==> config.mk <==
export PLATFORM = sky130hd
export DESIGN_NAME = ula_float
export DESIGN_NICKNAME = d
export VERILOG_FILES = /design/src/rtl/ula_float_pkg.sv /design/src/rtl/ula_float_ctrl.sv /design/src/rtl/ula_float.sv
export SDC_FILE = /design/constraint.sdc
export NUM_CORES = 1
export LEC_CHECK = 0
export CORE_MARGIN = 2
export CORE_UTILIZATION = 45
export CTS_CLUSTER_DIAMETER = 100
export DETAILED_ROUTE_END_ITERATION = 7
export GPL_TIMING_DRIVEN = 0
export HOLD_SLACK_MARGIN = 0.03
export PLACE_DENSITY = 0.68
export SLEW_MARGIN = 20
export SYNTH_ARGS = -nofsm -noshare
export SYNTH_HDL_FRONTEND = slang
export SYNTH_SLANG_ARGS = --single-unit
==> constraint.sdc <==
create_clock -name clock -period 8.5 [get_ports clock]
set_clock_uncertainty 0.1 [all_clocks]
set_input_delay 1.7 -clock clock [delete_from_list [all_inputs] [get_ports clock]]
set_output_delay 1.7 -clock clock [all_outputs]
set_load 0.02 [all_outputs]
==> src/rtl/ula_float_pkg.sv <==
// Shared constants and state encoding for the iterative fixed-point multiplier.
package ula_float_pkg;
  localparam int N     = 27;
  localparam int CNT_W = $clog2(N + 1);

  typedef enum logic [1:0] {
    LOAD = 2'd0,
    RUN  = 2'd1,
    DONE = 2'd2
  } state_t;
endpackage

==> src/rtl/ula_float_ctrl.sv <==
// Sequencer for the shift-add multiplier: LOAD -> N RUN steps -> DONE, and back
// to LOAD when the operands move away from the captured copies.
module ula_float_ctrl #(
  parameter int N  = ula_float_pkg::N,
  parameter int CW = $clog2(N + 1)
) (
  input  logic                  clock,
  input  logic                  reset,
  input  logic                  differ,
  output ula_float_pkg::state_t state,
  output logic                  last
);
  import ula_float_pkg::*;

  state_t        state_nxt;
  logic [CW-1:0] cnt;

  assign last = (state == RUN) && (cnt == CW'(N - 1));

  always_ff @(posedge clock or posedge reset) begin
    if (reset) begin
      state <= LOAD;
      cnt   <= '0;
    end else begin
      state <= state_nxt;
      if (state == LOAD) cnt <= '0;
      else if (state == RUN) cnt <= cnt + 1'b1;
    end
  end

  always_comb begin
    state_nxt = state;
    case (state)
      LOAD:    state_nxt = RUN;
      RUN:     if (last) state_nxt = DONE;
      DONE:    if (differ) state_nxt = LOAD;
      default: state_nxt = LOAD;
    endcase
  end
endmodule

==> src/rtl/ula_float.sv <==
// Exact unsigned 1.(N-1) x 1.(N-1) -> 2.(2N-2) multiplier, one multiplier bit per clock.
// The previous product stays on produto until the next computation completes.
module ula_float #(
  parameter int N = ula_float_pkg::N
) (
  input  logic           clock,
  input  logic           reset,
  input  logic [N-1:0]   multiplicando,
  input  logic [N-1:0]   multiplicador,
  output logic [2*N-1:0] produto
);
  import ula_float_pkg::*;

  state_t         state;
  logic           last;
  logic           differ;
  logic [N-1:0]   a_cap;
  logic [N-1:0]   b_cap;
  logic [N-1:0]   mplier;
  logic [2*N-1:0] acc;
  logic [N:0]     sum;
  logic [2*N-1:0] acc_nxt;

  assign differ = (multiplicando != a_cap) || (multiplicador != b_cap);

  // The carry out of the upper-half add lands in the MSB after the shift.
  assign sum     = {1'b0, acc[2*N-1:N]} + (mplier[0] ? {1'b0, a_cap} : {(N+1){1'b0}});
  assign acc_nxt = {sum, acc[N-1:1]};

  ula_float_ctrl #(.N(N)) u_ctrl (
    .clock  (clock),
    .reset  (reset),
    .differ (differ),
    .state  (state),
    .last   (last)
  );

  always_ff @(posedge clock or posedge reset) begin
    if (reset) begin
      a_cap   <= '0;
      b_cap   <= '0;
      mplier  <= '0;
      acc     <= '0;
      produto <= '0;
    end else begin
      case (state)
        LOAD: begin
          a_cap  <= multiplicando;
          b_cap  <= multiplicador;
          mplier <= multiplicador;
          acc    <= '0;
        end
        RUN: begin
          acc    <= acc_nxt;
          mplier <= mplier >> 1;
          if (last) produto <= acc_nxt;
        end
        default: ;
      endcase
    end
  end
endmodule

# Yosys cells after proc, flatten, opt, wreduce, memory -nomap -nowiden
# Cells that the tools add are included.
# classes
n_mux,8
reduce_logical,6
add_sub_neg,2
eq_ne,7
# ops
cell,count
one-hot mux 54 bit (2 select lines),1
inequality test 27 bit,2
one-hot mux 27 bit (2 select lines),1
adder 27 x 27 -> 28 bit,1
two-way mux 27 bit,1
two-way mux 5 bit,2
one-hot mux 2 bit (3 select lines),1
adder 5 x 1 -> 5 bit (second input constant),1
equality test 5 bit (second input constant),1
two-way mux 2 bit,2
inequality test 2 bit (second input constant),2
AND reduction 2 bit,2
equality test 2 x 1 -> 1 bit (second input constant),1
equality test 2 bit (second input constant),1
logical NOT 2 bit,1
nonzero test 2 bit,1
logical AND 1 bit,1
logical OR 1 bit,1
# word_totals
in_bits,56
register_bits,196
out_inout_bits,54

# Logic depth before layout (Yosys ltp)
# Gate-level depths: netlist (run 1).
# logic_depth
ltp_word,4
ltp_mapped,11

# Hierarchy
# From an unflattened synthesis (run 1), not the netlist that was laid out.
# unflattened
hier_cells,1037
area_unflattened_um2,10117.2
# by_module_without_submodules
module,area_each_um2,cells_per_inst,n_inst
ula_float,9754.4,1000,1
ula_float_ctrl,362.8,37,1

# Worst setup path after synthesis (run 1)
# No wires, ideal clock.
# synth_path
kind,register to register
from,register mplier[0]
to,register acc[46]
setup_time_ns,0.104
synth_period_minus_slack_ns,2.887
t_arrival_ns,2.683
path_buffers,1
path_slack_ns,5.613
stages_incl_launch_ff,11
cell_sequence,dfrtp_1 -> clkbuf_1 -> nand2_1 -> fa_1 -> nor2b_1 -> o21ai_1 -> a21o_1 -> a2111o_1 -> a211o_1 -> a2111o_1 -> o311ai_1
# synth_via
elab_chain_cells,3
# synth_rtl
item,line,text
"start, declared",ula_float.sv:19,logic [N-1:0] mplier;
"start signal, assigned",ula_float.sv:50,mplier <= multiplicador;
"start signal, assigned",ula_float.sv:55,mplier <= mplier >> 1;
two-way mux 27 bit,ula_float.sv:27,"assign sum = {1'b0, acc[2*N-1:N]} + (mplier[0] ? {1'b0, a_cap} : {(N+1){1'b0}});"
adder 27 x 27 -> 28 bit,ula_float.sv:27,
one-hot mux 54 bit (2 select lines),ula_float.sv:46,case (state)
"end signal, assigned",ula_float.sv:54,acc <= acc_nxt;
"end, declared",ula_float.sv:20,logic [2*N-1:0] acc;
# No other way between the ends.
# A chain may end at the register's enable or synchronous reset.

# Worst setup path in the final report (run 1)
# layout_path
from,register mplier[0]
to,register produto[49]
# layout_via
elab_chain_cells,2
# layout_rtl
item,line,text
two-way mux 27 bit,ula_float.sv:27,
adder 27 x 27 -> 28 bit,ula_float.sv:27,
"end signal, assigned",ula_float.sv:56,if (last) produto <= acc_nxt;
"end, declared",ula_float.sv:10,output logic [2*N-1:0] produto
# No other way between the ends.

==> results.md, run 1 <==
- The post-synthesis adder-cell area fraction is 3.89%.
- Measured along the y axis, the die boundary spans 152 um.
- The count of cell types in the netlist is 57.
- The via count of the first global-routing pass is 7499.
- The pin count of the biggest net entering global routing is 85.
- At the placement stage, the worst setup path has a slack of 5.02 ns.
- The share of synthesized flip-flops with an asynchronous set or reset is 100%.
- The final worst-path cycle share is 40.0%.
- Along the worst hold path, the cell count comes to 2.
- Dividing the detail-routed via count by the number of cells gives 5.42.
- The wire length after detailed routing is 24.7 mm.
- The flop and latch count out of synthesis is 195.
- The post-synthesis instance area is 9830 um2.
- The area of the die is 23000 um2.
- The number of warnings reported in the yosys synthesis log is 0.
- After routing the design area is 11900 um2.
- The worst endpoint required time is 8.72 ns.
- The maximum clock rate is 294 MHz.
- The cell sitting at the root of the clock tree is a clkbuf_16.
- The core region area is 21600 um2.
- The count of nets left with antenna violations once routing finished came out at 0.
- At the later pin of the worst-skew pair, clock insertion delay measures 0.44 ns.
- Buffers added to address setup during post-CTS repair amount to 0.
- The library cell contributing the largest single delay on the critical path is dfrtp_1.
- Counting the fill cells in the layout gives 1924.
- The DRC violation count after routing is 0.
- The final routed wire length divided by cell count is 17.8 um.
- The leakage power of the design is 5.36 nW.
- Measured against its own limit, the worst slew margin works out to 37.6%.
- The total vias in the final route is 7539.
- The synthesized netlist devotes 13.4% of its cell area to compound gates.
- Port buffering added 109 buffers.
- The net count of the finished layout is 1184.
- The width of the chip is 152 um.
- After synthesis, the largest family of logic cells by area is simple AND/OR/NAND/NOR gates.
- The worst hold path begins at produto[21]$_DFFE_PP0P_.
- The count of hold buffers inserted by post-cts repair is 0.
- The clock tree buffer depth is 2.
- The hold-critical path endpoint is produto[21]$_DFFE_PP0P_.
- The critical path goes through clkbuf_1, and2_1, ha_1, clkbuf_1, nand4_1, o41ai_1, o31a_1, o21ai_2, o31a_1, xnor2_1, mux2_2.
- Routability-driven placement finished with a final weighted congestion of 0.875.
- The total negative slack for setup checks is 0 ns.
- The reg-to-reg critical path startpoint is mplier[0]$_DFFE_PP0P_.
- The kind of end point of the critical path is a flop.
- The first global-routing pass estimated 40.1 mm of wire.
- The number of antenna violations at the first check in global routing is 0.
- The share of final-layout standard cells stronger than drive strength 1 is 9.72%.
- The number of max-cap violations is 0.
- The count of endpoints failing hold in the final timing report was 0.
- The number of buffers inserted during clock tree synthesis is 17.
- Global routing used 21.8% of the available tracks across all layers.
- Setup repair after global routing left no endpoint under its margin.
- The footprint of the multi-input gates is 4690 um2.
- The terminus of the critical flop-to-flop path is produto[49]$_DFFE_PP0P_.
- The highest cell delay on the worst timing path is 0.48 ns.
- The kind of start point of the critical path is a flop.
- The post-synth net total is 1054.
- Setup violations remaining at the end of the flow were counted as 0.
- In this run the worst setup path begins at mplier[0]$_DFFE_PP0P_.
- The power per standard cell area is 287 nW/um2.
- The area growth from synthesis to layout is 21.2%.
- The TritonCTS clock tree is built.
- The repair_antennas step left the layout with diodes totalling 0.
- Along the worst path, the maximum fanout reaches 10.
- Summing the areas of all xor and xnor instances in the mapped netlist gives 6.23% of the synthesized area.
- The arrival time of the worst setup path is 3.62 ns.
- Global routing finished with a remaining overflow of 0.
- Summing all placed instances gives a cell area of 11300 um2.
- The transition time at the pin with the least slew margin is 0.932 ns.
- Registers take 4880 um2.
- The minimum setup slack in the final design is 5.10 ns.
- Among all flip-flop cells after synthesis, the most frequent one is dfrtp_1.
- The count of pins over their slew limit is 0.
- The share of synthesized area spent on multiplexers is 9.63%.
- The starting density of the core is 45.5%.
- The critical path is of the reg2reg type.
- In this run, synthesis inferred 0 flip-flops with an integrated enable.
- The post-DP HPWL is 18.5 mm.
- 110 I/O pins were placed.
- The count of routing violations after the opening detailed-route iteration is 502.
- After synthesis, the mean cell area works out to 10.2 um2.
- The clock drives 195 sinks.
- In this run the worst hold path is classified as reg2reg.
- The clock-pin slew on the worst setup and hold paths is 0.07 ns.
- The pre-antenna-repair detailed-routing pass consisted of 5 iterations.
- The maximum level of the CTS H-tree is 4.
- The sequential cell area fraction in the yosys report is 49.6%.
- The simple-gate portion of the synthesized area is 14.6%.
- The post-CTS resize count is 0.
- The floorplan has 54 rows.
- The worst register-to-register path has a depth of 11.
- The clock period minus final worst setup slack is 3.40 ns.
- The worst voltage drop across the vdd grid is 0.000162 V.
- The run finished with clean final reports.
- Counting every instance in the synthesized netlist gives 968.
- Across all register-to-register paths, the minimum setup slack is 5.10 ns.
flip-flops by register name, summed over array words and instances (netlist names):
signal / flops
u_ctrl.cnt: 5
acc: 53
a_cap: 27
u_ctrl.state: 2
b_cap: 27
mplier: 27
produto: 54
kinds of logic (layout without fill, tap and decap cells):
kind of cell    Yosys count  count (layout)
compound gates          192             192
xor+xnor                 70              70
fa+ha+maj                30              30
buf+inv                  68             211
flops                   195             195
mux                      87              87
simple gates            326             326
placed cells by master (no fill, tap or decap), types with 5 or more instances in the layout:
master / count
and2_1: 27
o31ai_1: 8
o21a_1: 6
nand4_1: 17
xor2_1: 26
clkbuf_1: 44
xnor2_1: 44
mux2i_1: 26
buf_1: 5
clkinv_4: 5
mux2_2: 61
a21o_1: 16
nor3_1: 10
a21oi_1: 24
o21ai_0: 62
nor2_1: 21
clkdlybuf4s50_1: 109
a211o_1: 7
inv_1: 15
nor4_1: 6
ha_1: 29
a22o_1: 28
clkbuf_16: 17
dfrtp_1: 195
nand3_1: 14
nand2_1: 215
power by group:
| group | switching (mW) | total, mW | internal [mW] | leakage (nW) |
|---|---|---|---|---|
| clock | 0.382 | 0.803 | 0.421 | 0.281 |
| sequential | 0.158 | 1.33 | 1.17 | 2.35 |
| combinational | 0.690 | 1.29 | 0.602 | 2.73 |
through the flow:
stage	utilization, %	hold slack [ns]	total power [mW]	instances
4_1_cts	55.1	0.380	3.44	1391
3_5_place_dp	52.4	0.362	2.64	1359
5_1_grt	55.1	0.399	3.63	1391
6_report	55.1	0.372	3.42	1391
3_3_place_gp	52.1	0.357	2.61	1357
2_1_floorplan	-	0.339	2.15	968
metal layers:
layer  global-route usage (%)  up-vias  wire, um
met5                        0        -         0
met4                     6.10        0       429
met3                     3.57       34       980
met2                     34.5      181     11400
met1                     31.3     3665     11900
li1                         -     3659         -
layout make-up:
| class | instances | area share (%) |
|---|---|---|
| Sequential cell | 195 | 40.9 |
| Multi-Input combinational cell | 705 | 39.4 |
| Timing Repair Buffer | 111 | 9.62 |
| Clock buffer | 18 | 3.68 |
| Tap cell | 280 | 2.94 |
| Buffer | 52 | 1.67 |
| Clock inverter | 14 | 1.20 |
| Inverter | 16 | 0.567 |
worst max path at each step:
stage,to,slack (ns),cells past startpoint
2_1_floorplan,a_cap[0]$_DFFE_PP0P_,1.39,1
3_3_place_gp,produto[11]$_DFFE_PP0P_,-1.22,2
3_5_place_dp,u_ctrl.state[1]$_DFFE_PP0P_,5.02,6
4_1_cts,acc[46]$_DFFE_PP0P_,5.10,10
5_1_grt,acc[46]$_DFFE_PP0P_,4.83,10
6_report,produto[49]$_DFFE_PP0P_,5.10,11
critical path, delay by kind of cell (launching register included):
kind,cells,cell delay (ns)
AOI/OAI and AO/OA,4,1.06
buffers and inverters,2,0.52
DFF,1,0.48
and+or+nand+nor,2,0.37
adders and majority gates,1,0.28
muxes,1,0.28
xor gates and xnor gates,1,0.18
synth_stat cells, drive strengths merged, types with 9 or more instances:
| cell type | n | area share (%) |
|---|---|---|
| xnor2 | 44 | 3.9 |
| xor2 | 26 | 2.3 |
| nand2 | 215 | 8.2 |
| o21ai | 65 | 3.3 |
| a21oi | 24 | 1.2 |
| mux2i | 26 | 2.6 |
| inv | 16 | 0.61 |
| nand4 | 17 | 1.1 |
| nor3 | 10 | 0.51 |
| a21o | 17 | 1.3 |
| a22o | 28 | 2.5 |
| mux2 | 61 | 7.0 |
| dfrtp | 195 | 50 |
| clkbuf | 44 | 1.7 |
| ha | 29 | 3.7 |
| and2 | 27 | 1.7 |
| nand3 | 14 | 0.71 |
| nor2 | 21 | 0.80 |
| a211o | 9 | 0.83 |
Power figures use the tool's default switching activity.
==> run 2: changes to the inputs <==
--- a/config.mk
+++ b/config.mk
@@ -11,7 +11,7 @@
 export DETAILED_ROUTE_END_ITERATION = 7
 export GPL_TIMING_DRIVEN = 0
 export HOLD_SLACK_MARGIN = 0.03
-export PLACE_DENSITY = 0.68
+export PLACE_DENSITY = 0.71
 export SLEW_MARGIN = 20
 export SYNTH_ARGS = -nofsm -noshare
 export SYNTH_HDL_FRONTEND = slang
==> constraint.sdc (replaced) <==
create_clock -name clock -period 3 [get_ports clock]
set_clock_uncertainty 0.1 [all_clocks]
set_input_delay 0.6 -clock clock [delete_from_list [all_inputs] [get_ports clock]]
set_output_delay 0.6 -clock clock [all_outputs]
set_load 0.02 [all_outputs]
==> run 2 against run 1 <==
  * The flow now finishes with violations (setup timing)
  * Clock power grew to 2.9 times the previous value
  * Power rose to 2.9 times the previous value
  * First-iteration DRC count up 38%
  * Non-clock buffer count up 18
  * Sequential power increased to 2.8 times the previous value
  * Register-to-register slack got worse by 5.1 ns
  * Worst setup slack got worse by 5.1 ns
  * Critical endpoint is now acc[51]$_DFFE_PP0P_
  * Largest cell class unchanged
==> results.md, run 2 (synthesis results as in run 1) <==
- The count of nets left with antenna violations once routing finished came out at 0.
- The count of endpoints failing hold in the final timing report is 0.
- VDD sags by at most 0.000457 V.
- The worst setup path is launched from a flop.
- Summed over all nets, the switching power comes to 3.60 mW.
- Based on the critical path, the design can be clocked at up to 329 MHz.
- The worst setup path is captured at a flop.
- Buffers inserted to repair hold after CTS numbered 0.
- The worst-case headroom to the max-slew limit is 43.2%.
- The count of routing violations after the opening detailed-route iteration is 693.
- The core region area is 21600 um2.
- The layout has 1921 filler cells.
- In this run the count of I/O pins placed on the die edge is 110.
- The library cell contributing the largest single delay on the critical path is dfrtp_2.
- The register with the most flip-flops is produto.
- The via density per instance is 5.52.
- After layout, the worst path uses 101% of the clock period.
- The vertical die dimension is 152 um.
- In this run switching power makes up 35.7% of total power.
- Setup repair after global routing could not meet its margin everywhere.
- The share of final-layout standard cells stronger than drive strength 1 is 14.0%.
- Summed over all cells, the static leakage comes to 5.48 nW.
- The count of pins over their slew limit was 0.
- The run finished, with violations left.
- The signal on the critical path passes through clkbuf_4, and2_1, ha_1, buf_4, nand4_1, o41ai_2, o31a_1, o21ai_2, o31a_1, buf_4, a211o_1, o311ai_1.
- The number of buffers inserted during clock tree synthesis is 17.
- The area of the die is 23000 um2.
- The checks that failed: setup timing.
- The number of antenna repair diodes is 0.
- The sequential share of power is 37.6%.
- For this design the ratio of total power to cell area is 821 nW/um2.
- The starting density of the core is 45.5%.
- The number of sinks driven by the clock tree is 195.
- The wire length of the first global-routing pass is 41.1 mm.
- Dividing the detail-routed wire length by the instance count gives 18.3 um.
- The number of placement rows is 54.
- Leaving out fill and tap cells, the most frequent cells in the layout are nand2_1 (214), dfrtp_1 (194), clkdlybuf4s50_1 (109).
- The largest registers in the layout are produto x54, acc x53.
- Combinational cells account for 39.2% of the total power.
- TritonCTS built the clock tree.
- The critical setup path kind is reg2reg.
- The number of input and output port buffers inserted is 109.
- The clock tree buffer depth is 2.
- The highest cell delay on the worst timing path is 0.43 ns.
- After detailed routing, the total wire length is 25.7 mm.
- The weighted congestion reported at the end of routability-driven placement is 0.882.
- The internal power consumption is 6.47 mW.
- At the end of the flow, the number of nets in the layout was 1202.
- The number of detailed-route iterations in the first pass is 5.
- The clock share of power is 23.2%.
- The total global-route track usage is 22.4%.
- The post-DP HPWL is 18.9 mm.
- The via count of the first global-routing pass is 7711.
- At the pin with the least slew margin, the transition time is 0.849 ns.
- The number of endpoints failing setup at the final stage is 3.
- The worst hold path belongs to the class reg2reg.
- Clock tree synthesis selected as its root buffer the cell clkbuf_16.
- In the final timing run, aggregate negative setup slack is -0.0569 ns.
- The register with the most flip-flops in the layout has 54 of them.
- Data on the critical path is required at its endpoint by 3.24 ns.
- The minimum setup slack in the final design is -0.0393 ns.
- The H-tree was split into 4 levels.
- After global routing the overflow that remains totals 0.
- The clock period minus final worst setup slack is 3.04 ns.
- The pin count of the biggest net entering global routing is 36.
- The area growth from synthesis to layout is 24.7%.
- The width of the chip is 152 um.
- The number of antenna violations at the first check in global routing is 0.
- Final hold analysis gives a worst-case slack of 0.371 ns.
- Counting both buffers and inverters, the worst setup path holds a total of 3.
- The library cell used most frequently in the layout, excluding fill and tap cells, is nand2_1.
- The largest delay contributor family on the critical path is compound AO/OA/AOI/OAI gates.
- The clock reaches the later pin of the worst-skew pair after 0.44 ns.
- The DRC violation count after routing is 0.
- Max-cap violations in this run came to 0.
- Data on the critical path arrives at its endpoint at 3.28 ns.
- Along the worst path, the maximum fanout reaches 10.
- The clock-pin slew on the worst setup and hold paths is 0.07 ns.
- The total vias in the final route is 7781.
==> run 2: timing repair <==
item,4_1_cts,5_1_grt
pin swaps,7,15
resized for setup,20,27
hold endpoints to repair,0,0
endpoints found under the setup margin,31,20
setup buffers,7,8
==> run 2: final cells by class <==
cell class	count	area, um2	area share, %
Sequential cell	195	4880	39.8
Multi-Input combinational cell	705	4840	39.5
Timing Repair Buffer	130	1320	10.8
Clock buffer	20	447	3.64
Tap cell	280	350	2.86
Buffer	51	209	1.70
Clock inverter	12	146	1.19
Inverter	16	63.8	0.520
==> run 2: worst reg2reg max path: cells and delay by family, from the launching register on <==
kind | cells | cell delay (ns)
AO/OA/AOI/OAI | 6 | 1.32
AND/OR/NAND/NOR | 2 | 0.31
flip-flops | 1 | 0.43
buffers and inverters | 3 | 0.48
adder cells (fa/ha/maj) | 1 | 0.28
==> run 2: per-stage QoR <==
step           std cells  setup WS [ns]  instance area, um2  utilization, %  power, mW
2_1_floorplan        968         -0.218                9840               -       6.09
3_3_place_gp        1357          -1.79               11300            52.2       7.38
3_5_place_dp        1363         -0.411               11400            52.7       7.49
4_1_cts             1401        -0.0498               12100            56.1       9.93
5_1_grt             1409        -0.0810               12300            56.7       10.6
6_report            1409        -0.0393               12300            56.7       10.1
==> run 2: layer usage <==
layer  vias up  GRT usage [%]  wire (um)
met2       227           37.1      12400
li1       3675              -          -
met1      3853           31.3      11700
met3        26           2.68       1200
met5         -              0          0
met4         0           6.28        404
==> run 2: path summary, 6_finish.rpt <==
path / from / to / slack, ns / cells past startpoint
setup reg to reg: mplier[0]$_DFFE_PP0P_ / acc[51]$_DFFE_PP0P_ / -0.04 / 12
setup / recovery: mplier[0]$_DFFE_PP0P_ / acc[51]$_DFFE_PP0P_ / -0.04 / 12
max in group asynchronous: reset / produto[1]$_DFFE_PP0P_ / 1.45 / 5
min in group asynchronous: reset / acc[38]$_DFFE_PP0P_ / 0.40 / 2
hold reg to reg: produto[21]$_DFFE_PP0P_ / produto[21]$_DFFE_PP0P_ / 0.37 / 2
hold / removal: produto[21]$_DFFE_PP0P_ / produto[21]$_DFFE_PP0P_ / 0.37 / 2
==> run 2: power groups by stage <==
| stage | Sequential [mW] | Clock, mW | Combinational (mW) |
|---|---|---|---|
| floorplan | 4.14 | 0 | 1.95 |
| global placement | 3.81 | 0 | 3.58 |
| detailed placement | 3.82 | 0 | 3.67 |
| CTS | 3.79 | 2.36 | 3.78 |
| global route | 3.87 | 2.46 | 4.31 |
| finish | 3.79 | 2.34 | 3.95 |
